**src/rtl/pipe_pkg.sv**
```systemverilog
// ---------------------------------------------------------------------------
// pipe_pkg: shared opcode encodings, sequencer states and register-index width
// rev 1.0
// ---------------------------------------------------------------------------
`default_nettype none

package pipe_pkg;

  localparam int REG_W = 5;

  localparam logic [2:0] OP_ADD = 3'b000;
  localparam logic [2:0] OP_SUB = 3'b001;
  localparam logic [2:0] OP_AND = 3'b010;
  localparam logic [2:0] OP_MUL = 3'b011;
  localparam logic [2:0] OP_OR  = 3'b100;
  localparam logic [2:0] OP_LW  = 3'b101;
  localparam logic [2:0] OP_SW  = 3'b110;
  localparam logic [2:0] OP_BEQ = 3'b111;

  typedef enum logic [0:0] {
    RUN      = 1'b0,
    MUL_BUSY = 1'b1
  } state_e;

endpackage

`default_nettype wire

```
**src/rtl/hazard_detect.sv**
```systemverilog
// ---------------------------------------------------------------------------
// hazard_detect: combinational load-use comparator between ID sources and EX load
// rev 1.0
// ---------------------------------------------------------------------------
`default_nettype none

module hazard_detect #(
  parameter int REG_W = pipe_pkg::REG_W
) (
  input  logic [REG_W-1:0] rs1,
  input  logic [REG_W-1:0] rs2,
  input  logic             use_rs1,
  input  logic             use_rs2,
  input  logic             id_valid,
  input  logic [REG_W-1:0] ex_rsd,
  input  logic [2:0]       ex_op,
  input  logic             ex_valid,
  output logic             lu_hz
);
  import pipe_pkg::*;

  logic rs1_hit;
  logic rs2_hit;

  assign rs1_hit = use_rs1 && (rs1 == ex_rsd);
  assign rs2_hit = use_rs2 && (rs2 == ex_rsd);

  // x0 is hard-wired, so a load targeting it never produces a dependency
  assign lu_hz = ex_valid && (ex_op == OP_LW) && (ex_rsd != '0) && id_valid
                 && (rs1_hit || rs2_hit);

endmodule

`default_nettype wire

```
**src/rtl/hazard_ctrl.sv**
```systemverilog
// ---------------------------------------------------------------------------
// hazard_ctrl: PC / IF/ID / ID/EX sequencing for load-use, multi-cycle MUL and branch flush
// rev 1.0 -- optional event counters with HAZARD_CTRL_STATS_EN
// ---------------------------------------------------------------------------
`default_nettype none

module hazard_ctrl #(
  parameter int MUL_LAT = 3,
  parameter int REG_W   = pipe_pkg::REG_W
) (
  input  logic             clk_i,
  input  logic             rst_i,
  input  logic [REG_W-1:0] id_rs1_i,
  input  logic [REG_W-1:0] id_rs2_i,
  input  logic             id_use_rs1_i,
  input  logic             id_use_rs2_i,
  input  logic             id_valid_i,
  input  logic [REG_W-1:0] ex_rsd_i,
  input  logic [2:0]       ex_op_i,
  input  logic             ex_valid_i,
  input  logic             branch_taken_i,
  output logic             pc_write_o,
  output logic             ifid_write_o,
  output logic             ifid_flush_o,
  output logic             idex_valid_o,
  output logic             idex_hold_o,
  output logic             mul_busy_o
`ifdef HAZARD_CTRL_STATS_EN
  ,
  output logic [31:0]      stall_cnt_o,
  output logic [31:0]      flush_cnt_o,
  output logic [31:0]      bubble_cnt_o
`endif
);
  import pipe_pkg::*;

  localparam logic [3:0] CNT_INIT = (MUL_LAT > 1) ? 4'(MUL_LAT - 2) : 4'd0;

  state_e     state;
  state_e     state_nxt;
  logic [3:0] cnt;
  logic [3:0] cnt_nxt;
  logic       lu_hz;
  logic       mul_ex;
  logic       mul_hold;

  assign mul_ex = ex_valid_i && (ex_op_i == OP_MUL) && (MUL_LAT > 1);

  hazard_detect #(
    .REG_W (REG_W)
  ) u_hazard_detect (
    .rs1      (id_rs1_i),
    .rs2      (id_rs2_i),
    .use_rs1  (id_use_rs1_i),
    .use_rs2  (id_use_rs2_i),
    .id_valid (id_valid_i),
    .ex_rsd   (ex_rsd_i),
    .ex_op    (ex_op_i),
    .ex_valid (ex_valid_i),
    .lu_hz    (lu_hz)
  );

  always_ff @(posedge clk_i or negedge rst_i) begin
    if (!rst_i) begin
      state <= RUN;
      cnt   <= 4'd0;
    end else begin
      state <= state_nxt;
      cnt   <= cnt_nxt;
    end
  end

  always_comb begin
    state_nxt    = state;
    cnt_nxt      = cnt;
    mul_hold     = 1'b0;
    pc_write_o   = 1'b1;
    ifid_write_o = 1'b1;
    ifid_flush_o = 1'b0;
    idex_valid_o = id_valid_i;
    idex_hold_o  = 1'b0;
    mul_busy_o   = (state == MUL_BUSY);

    // The release cycle (cnt==0) still has the old MUL in EX, so it must not re-trigger
    case (state)
      RUN: begin
        if (mul_ex) begin
          mul_hold  = 1'b1;
          state_nxt = MUL_BUSY;
          cnt_nxt   = CNT_INIT;
        end
      end
      MUL_BUSY: begin
        if (cnt != 4'd0) begin
          mul_hold = 1'b1;
          cnt_nxt  = cnt - 4'd1;
        end else begin
          state_nxt = RUN;
        end
      end
      default: state_nxt = RUN;
    endcase

    if (mul_hold) begin
      pc_write_o   = 1'b0;
      ifid_write_o = 1'b0;
      idex_hold_o  = 1'b1;
    end else if (lu_hz) begin
      pc_write_o   = 1'b0;
      ifid_write_o = 1'b0;
      idex_valid_o = 1'b0;
    end else if (branch_taken_i) begin
      ifid_flush_o = 1'b1;
    end

    if (!rst_i) begin
      pc_write_o   = 1'b0;
      ifid_write_o = 1'b0;
      ifid_flush_o = 1'b1;
      idex_valid_o = 1'b0;
      idex_hold_o  = 1'b0;
      mul_busy_o   = 1'b0;
    end
  end

`ifdef HAZARD_CTRL_STATS_EN
  logic lu_bubble;

  assign lu_bubble = !mul_hold && lu_hz;

  always_ff @(posedge clk_i or negedge rst_i) begin
    if (!rst_i) begin
      stall_cnt_o  <= 32'd0;
      flush_cnt_o  <= 32'd0;
      bubble_cnt_o <= 32'd0;
    end else begin
      if (!pc_write_o && (stall_cnt_o != 32'hFFFF_FFFF)) stall_cnt_o <= stall_cnt_o + 32'd1;
      if (ifid_flush_o && (flush_cnt_o != 32'hFFFF_FFFF)) flush_cnt_o <= flush_cnt_o + 32'd1;
      if (lu_bubble && (bubble_cnt_o != 32'hFFFF_FFFF)) bubble_cnt_o <= bubble_cnt_o + 32'd1;
    end
  end
`endif

endmodule

`default_nettype wire

```
**config.mk**
```make
export PLATFORM = sky130hd
export DESIGN_NAME = hazard_ctrl
export DESIGN_NICKNAME = d
export VERILOG_FILES = /design/src/rtl/pipe_pkg.sv /design/src/rtl/hazard_detect.sv /design/src/rtl/hazard_ctrl.sv
export SDC_FILE = /design/constraint.sdc
export NUM_CORES = 1
export LEC_CHECK = 0
export BUFFER_PORTS_ARGS = -buffer_cell sky130_fd_sc_hd__buf_2
export CORE_MARGIN = 2
export CORE_UTILIZATION = 30
export CTS_CLUSTER_SIZE = 14
export DETAILED_ROUTE_END_ITERATION = 6
export PLACE_DENSITY = 0.63
export SLEW_MARGIN = 25
export SYNTH_ARGS = -nofsm -noshare
export SYNTH_HDL_FRONTEND = slang
export SYNTH_SLANG_ARGS = --single-unit
```
**constraint.sdc**
```tcl
create_clock -name clk_i -period 2.07 [get_ports clk_i]
set_clock_uncertainty 0.15 [all_clocks]
set_input_delay 0.207 -clock clk_i [delete_from_list [all_inputs] [get_ports clk_i]]
set_output_delay 0.207 -clock clk_i [all_outputs]
set_load 0.01 [all_outputs]
```
Word-level counts from Yosys, hierarchy flattened
Index checks and enable logic that the tools add are counted.
W data, S select, Z words.
{"block": "totals", "wordCells": 40, "output_inout_bits": 6, "register_bits": 5}
{"block": "classes", "n_eq_ne": 6, "bitwise": 1, "addsub": 1, "reduce_logical": 11, "muxes": 19}
{"op": "$mux W1", "n": 15}
{"op": "$eq A5 B5 Y1", "n": 2}
{"op": "$mux W4", "n": 2}
{"op": "$pmux W4 S2", "n": 1}
{"op": "$logic_and A1 B1 Y1", "n": 7}
{"op": "$reduce_bool A5 Y1", "n": 1}
{"op": "$reduce_bool A4 Y1", "n": 1}
{"op": "$sub A4 B1 Y4 const B", "n": 1}
{"op": "$eq A3 B2 Y1 const B", "n": 1}
{"op": "$eq A3 B3 Y1 const B", "n": 1}
{"op": "$ne A2 B1 Y1 const B", "n": 1}
{"op": "$ne A2 B2 Y1 const B", "n": 1}
{"op": "$pmux W1 S2", "n": 1}
{"op": "$reduce_and A2 Y1", "n": 1}
{"op": "$logic_or A1 B1 Y1", "n": 1}
{"op": "$not A1 Y1", "n": 1}

Logic depth before layout (Yosys ltp)
{"block": "logic_depth", "ltp_word": 8, "mapped_depth": 7}

Hierarchy
Synthesis repeated with hierarchy kept, for this count alone.
{"block": "hier_totals", "hier_cells": 51, "hier_area_um2": 489.2}
{"module": "hazard_ctrl", "area_per_inst_um2": 342.8, "cells_each": 32, "instances": 1, "seq_area_each_um2": 125.1}
{"module": "hazard_detect", "area_per_inst_um2": 146.4, "cells_each": 19, "instances": 1, "seq_area_each_um2": 0.0}

Worst setup path before layout
OpenSTA, ideal clock, no wires.
{"block": "synth_path", "path_kind": "register to output", "start": "register cnt[0]", "end": "output port pc_write_o", "setup_slack_ns": 0.043, "t_arrival_ns": 1.670, "n_path_buf": 1, "required_ns": 1.713, "stages_incl_launch_ff": 8, "cell_sequence": "dfrtp_1 > inv_1 > ha_1 > or3b_4 > a2bb2oi_4 > nand2_1 > a21oi_1 > buf_4"}
{"block": "synth_via", "elab_chain_len": 5}
{"element": "from (decl)", "line_no": "hazard_ctrl.sv:41", "source": "logic [3:0] cnt;"}
{"element": "from (signal assigned)", "line_no": "hazard_ctrl.sv:69", "source": "cnt <= cnt_nxt;"}
{"element": "$reduce_bool A4 Y1", "line_no": "hazard_ctrl.sv:94", "source": "if (cnt != 4'd0) begin"}
{"element": "$mux W1", "line_no": "hazard_ctrl.sv:94"}
{"element": "$pmux W1 S2", "line_no": "hazard_ctrl.sv:85", "source": "case (state)"}
{"element": "$mux W1 (2 in series)"}
{"element": "to (decl)", "line_no": "hazard_ctrl.sv:22", "source": "output logic pc_write_o,"}
No other way between the ends.

Final worst setup path
{"block": "layout_path", "start": "register cnt[1]", "end": "output port ifid_flush_o"}
{"block": "layout_via", "elab_chain_len": 5}
{"element": "$reduce_bool A4 Y1", "line_no": "hazard_ctrl.sv:94"}
{"element": "$mux W1", "line_no": "hazard_ctrl.sv:94"}
{"element": "$pmux W1 S2", "line_no": "hazard_ctrl.sv:85"}
{"element": "$mux W1", "line_no": "hazard_ctrl.sv:104", "source": "if (mul_hold) begin"}
{"element": "$mux W1", "line_no": "hazard_ctrl.sv:116", "source": "if (!rst_i) begin"}
{"element": "to (decl)", "line_no": "hazard_ctrl.sv:24", "source": "output logic ifid_flush_o,"}
No other way between the ends.

==> metrics.txt <==
Num CTS Buffers=3; PD cells=943.8 mW/mm^2; largest net degree at the start of global routing=12; top cell types by occurrence after synthesis=11 x xnor2_1, 6 x nand2_1, 5 x dfrtp_1; Final Power=686.1 uW; global route overflow=0; maximum clock rate=466.1 MHz; ys async rst share=1.000; CP top delay family=compound AO/OA/AOI/OAI gates; number of flops mapped to enable cells by yosys=0; Hold Path Class=primary input to asynchronous set/reset pin; Sink Count=5; 1st-pass router iterations=4; CTS H-tree depth=1; Syn Std Cell Area=460.4 sq um; count leader, synth=xnor2_1; Rel. slew slack=0.7114; Row Count=14; Clk Latency, worst-skew pair=240 ps; count of input and output buffers=30; FF+latch count, synth=5; CTS tree=done; Die Span Y=43.18 microns; CP required=1710 ps; critical path depth=7; Worst Path Arrival=1790 ps; post-layout min period=2146 ps; CP Max Fanout=5; Worst Setup Start Kind=flip-flop; gr usage total=0.1396; Clock Pin Slew Worst Setup and Hold Paths=40 ps; Unique masters post-synth=23; Synth-to-Final Area Change=57.88%; Tightest Pin Transition=429.6 ps; share of cells above drive strength 1=0.5109; Max stage delay cell, worst path=or3b_4; reg2reg setup slack=260 ps; Avg WL per Cell=11.47 microns; final antenna-violating net count=0; Post-Syn Instances=52; Buf+Inv Stages, Crit Path=2; 1st-iter DRT viols=2; post-synth top area share=0.2717; worst-path cell chain=inv_2 -> ha_4 -> or3b_4 -> a2bb2oi_4 -> a21boi_2 -> a31oi_1 -> buf_2; setup slack after placement=52.03 ps; chip width=43.18 microns; first-pass GRT wire length=1.883 mm; vias per cell=4.991; Final WS setup=-75.68 ps; final RePlAce weighted congestion=0.7785; P_leak=0.3442 nW; failing checks=setup timing; Starting Density=0.3129; Area contributors post-synth=dfrtp_1 27%, xnor2_1 21%, a2bb2oi_4 5.7%; critical path endpoint category=output pin; Seq/Total Area, Yosys=0.2717; Syn. warnings=0; final hold vios=0; DRC violations left=0; DP HPWL=959.1 microns; Final Core Density=0.4940; vias in the first global route=505; average size of a mapped cell=8.855 sq um; dominant cell type by area after synthesis=dfrtp_1; unrepaired setup endpoints after global routing=yes; Synth Net Count=79; RR Startpoint=cnt[1]; Largest stage delay, worst path=390 ps; Crit Path Category=flip-flop to output pin; initial antenna violation count=0; Most used DFF post-synth=dfrtp_1; IO Pins=31; CTS root buf=clkbuf_4; clk buf depth=2; drt total wl=1.239 mm; R2R depth=7; layout net count=120; Pins Over Slew Limit=0; n_diodes=0; core area=0.001471 sq mm; status=finished with violations; die area=0.001864 sq mm; maxcap violations=0; Via Count=539; Final Cycle Share=1.037; final setup violation count=4; Worst VDD drop=564.9 uV; final hold slack=211.0 ps; Reg2Reg Capture Point=cnt[2]
[layout by cell type (no fill, tap or decap)]
cell type / n
buf_2: 30
xnor2_1: 11
buf_4: 6
nand2_1: 5
dfrtp_1: 5
nand4_1: 3
clkbuf_4: 3
inv_2: 2
o22ai_1: 2
nor2_1: 2
nor3_1: 2
a31oi_1: 2
nand4b_1: 1
or3b_4: 1
a2bb2oi_4: 1
inv_1: 1
and2_1: 1
nor2b_1: 1
or4_1: 1
a21boi_2: 1
nand2_2: 1
a21oi_2: 1
o21ai_0: 1
o21bai_1: 1
nand2b_1: 1
o2bb2ai_1: 1
a21oi_1: 1
ha_1: 1
ha_4: 1
clkbuf_1: 1
dlygate4sd3_1: 1
[routing by layer]
| layer | GRT usage | routed length (microns) | vias up |
|---|---|---|---|
| met5 | 0 | 0 | - |
| met4 | 0.09697 | 0 | 0 |
| met1 | 0.1260 | 417 | 247 |
| met2 | 0.2478 | 687 | 29 |
| li1 | - | - | 263 |
| met3 | 0.05532 | 134 | 0 |
[state kept, by name, indices dropped and copies added (netlist names)]
register and count:
cnt 4, state 1
[power by group]
part | switching (mW) | internal, mW | total, mW
sequential | 0.0361 | 0.140 | 0.176
clock | 0.0365 | 0.0727 | 0.109
combinational | 0.187 | 0.214 | 0.401
[through the flow]
step                      setup TNS (ps)  instances  cell area [sq um]
after detailed placement               0         97              623.1
after floorplan                        0         52              460.4
after global placement                 0         97              623.1
final                             -149.6        108              726.9
after CTS                         -131.4        106              693.2
after global routing              -621.2        108              726.9
[cells by family after synthesis]
family | after synthesis | share of synthesized area
XOR/XNOR | 11 | 0.2092
flip-flops | 5 | 0.2717
AND/OR/NAND/NOR | 19 | 0.2283
buffers and inverters | 4 | 0.04077
AO/OA/AOI/OAI | 11 | 0.1957
adder cells (fa/ha/maj) | 2 | 0.05434
[repair_timing]
item                                    4_1_cts  5_1_grt
resized for setup                             3        4
hold endpoints to repair                      5        0
endpoints found under the setup margin        5        5
hold buffers                                  1        0
pin swaps                                     2        3
setup buffers                                 4        2
[cell type report]
type	count	area, sq um
inverters	3	11.26
repair buffers	37	205.2
flip-flops and latches	5	125.1
multi-input cells	43	339.1
well taps	16	20.02
fillers	154	744.5
clock buffers	4	26.28
[worst max path at each step]
| stage | start | end | slack, ps |
|---|---|---|---|
| floorplan | cnt[0] | pc_write_o | 40 |
| global placement | cnt[0] | ifid_flush_o | 140 |
| detailed placement | cnt[0] | ifid_flush_o | 50 |
| CTS | cnt[0] | ifid_flush_o | -60 |
| global route | cnt[0] | ifid_flush_o | -200 |
| finish | cnt[1] | ifid_flush_o | -80 |
Power figures use the tool's default switching activity.
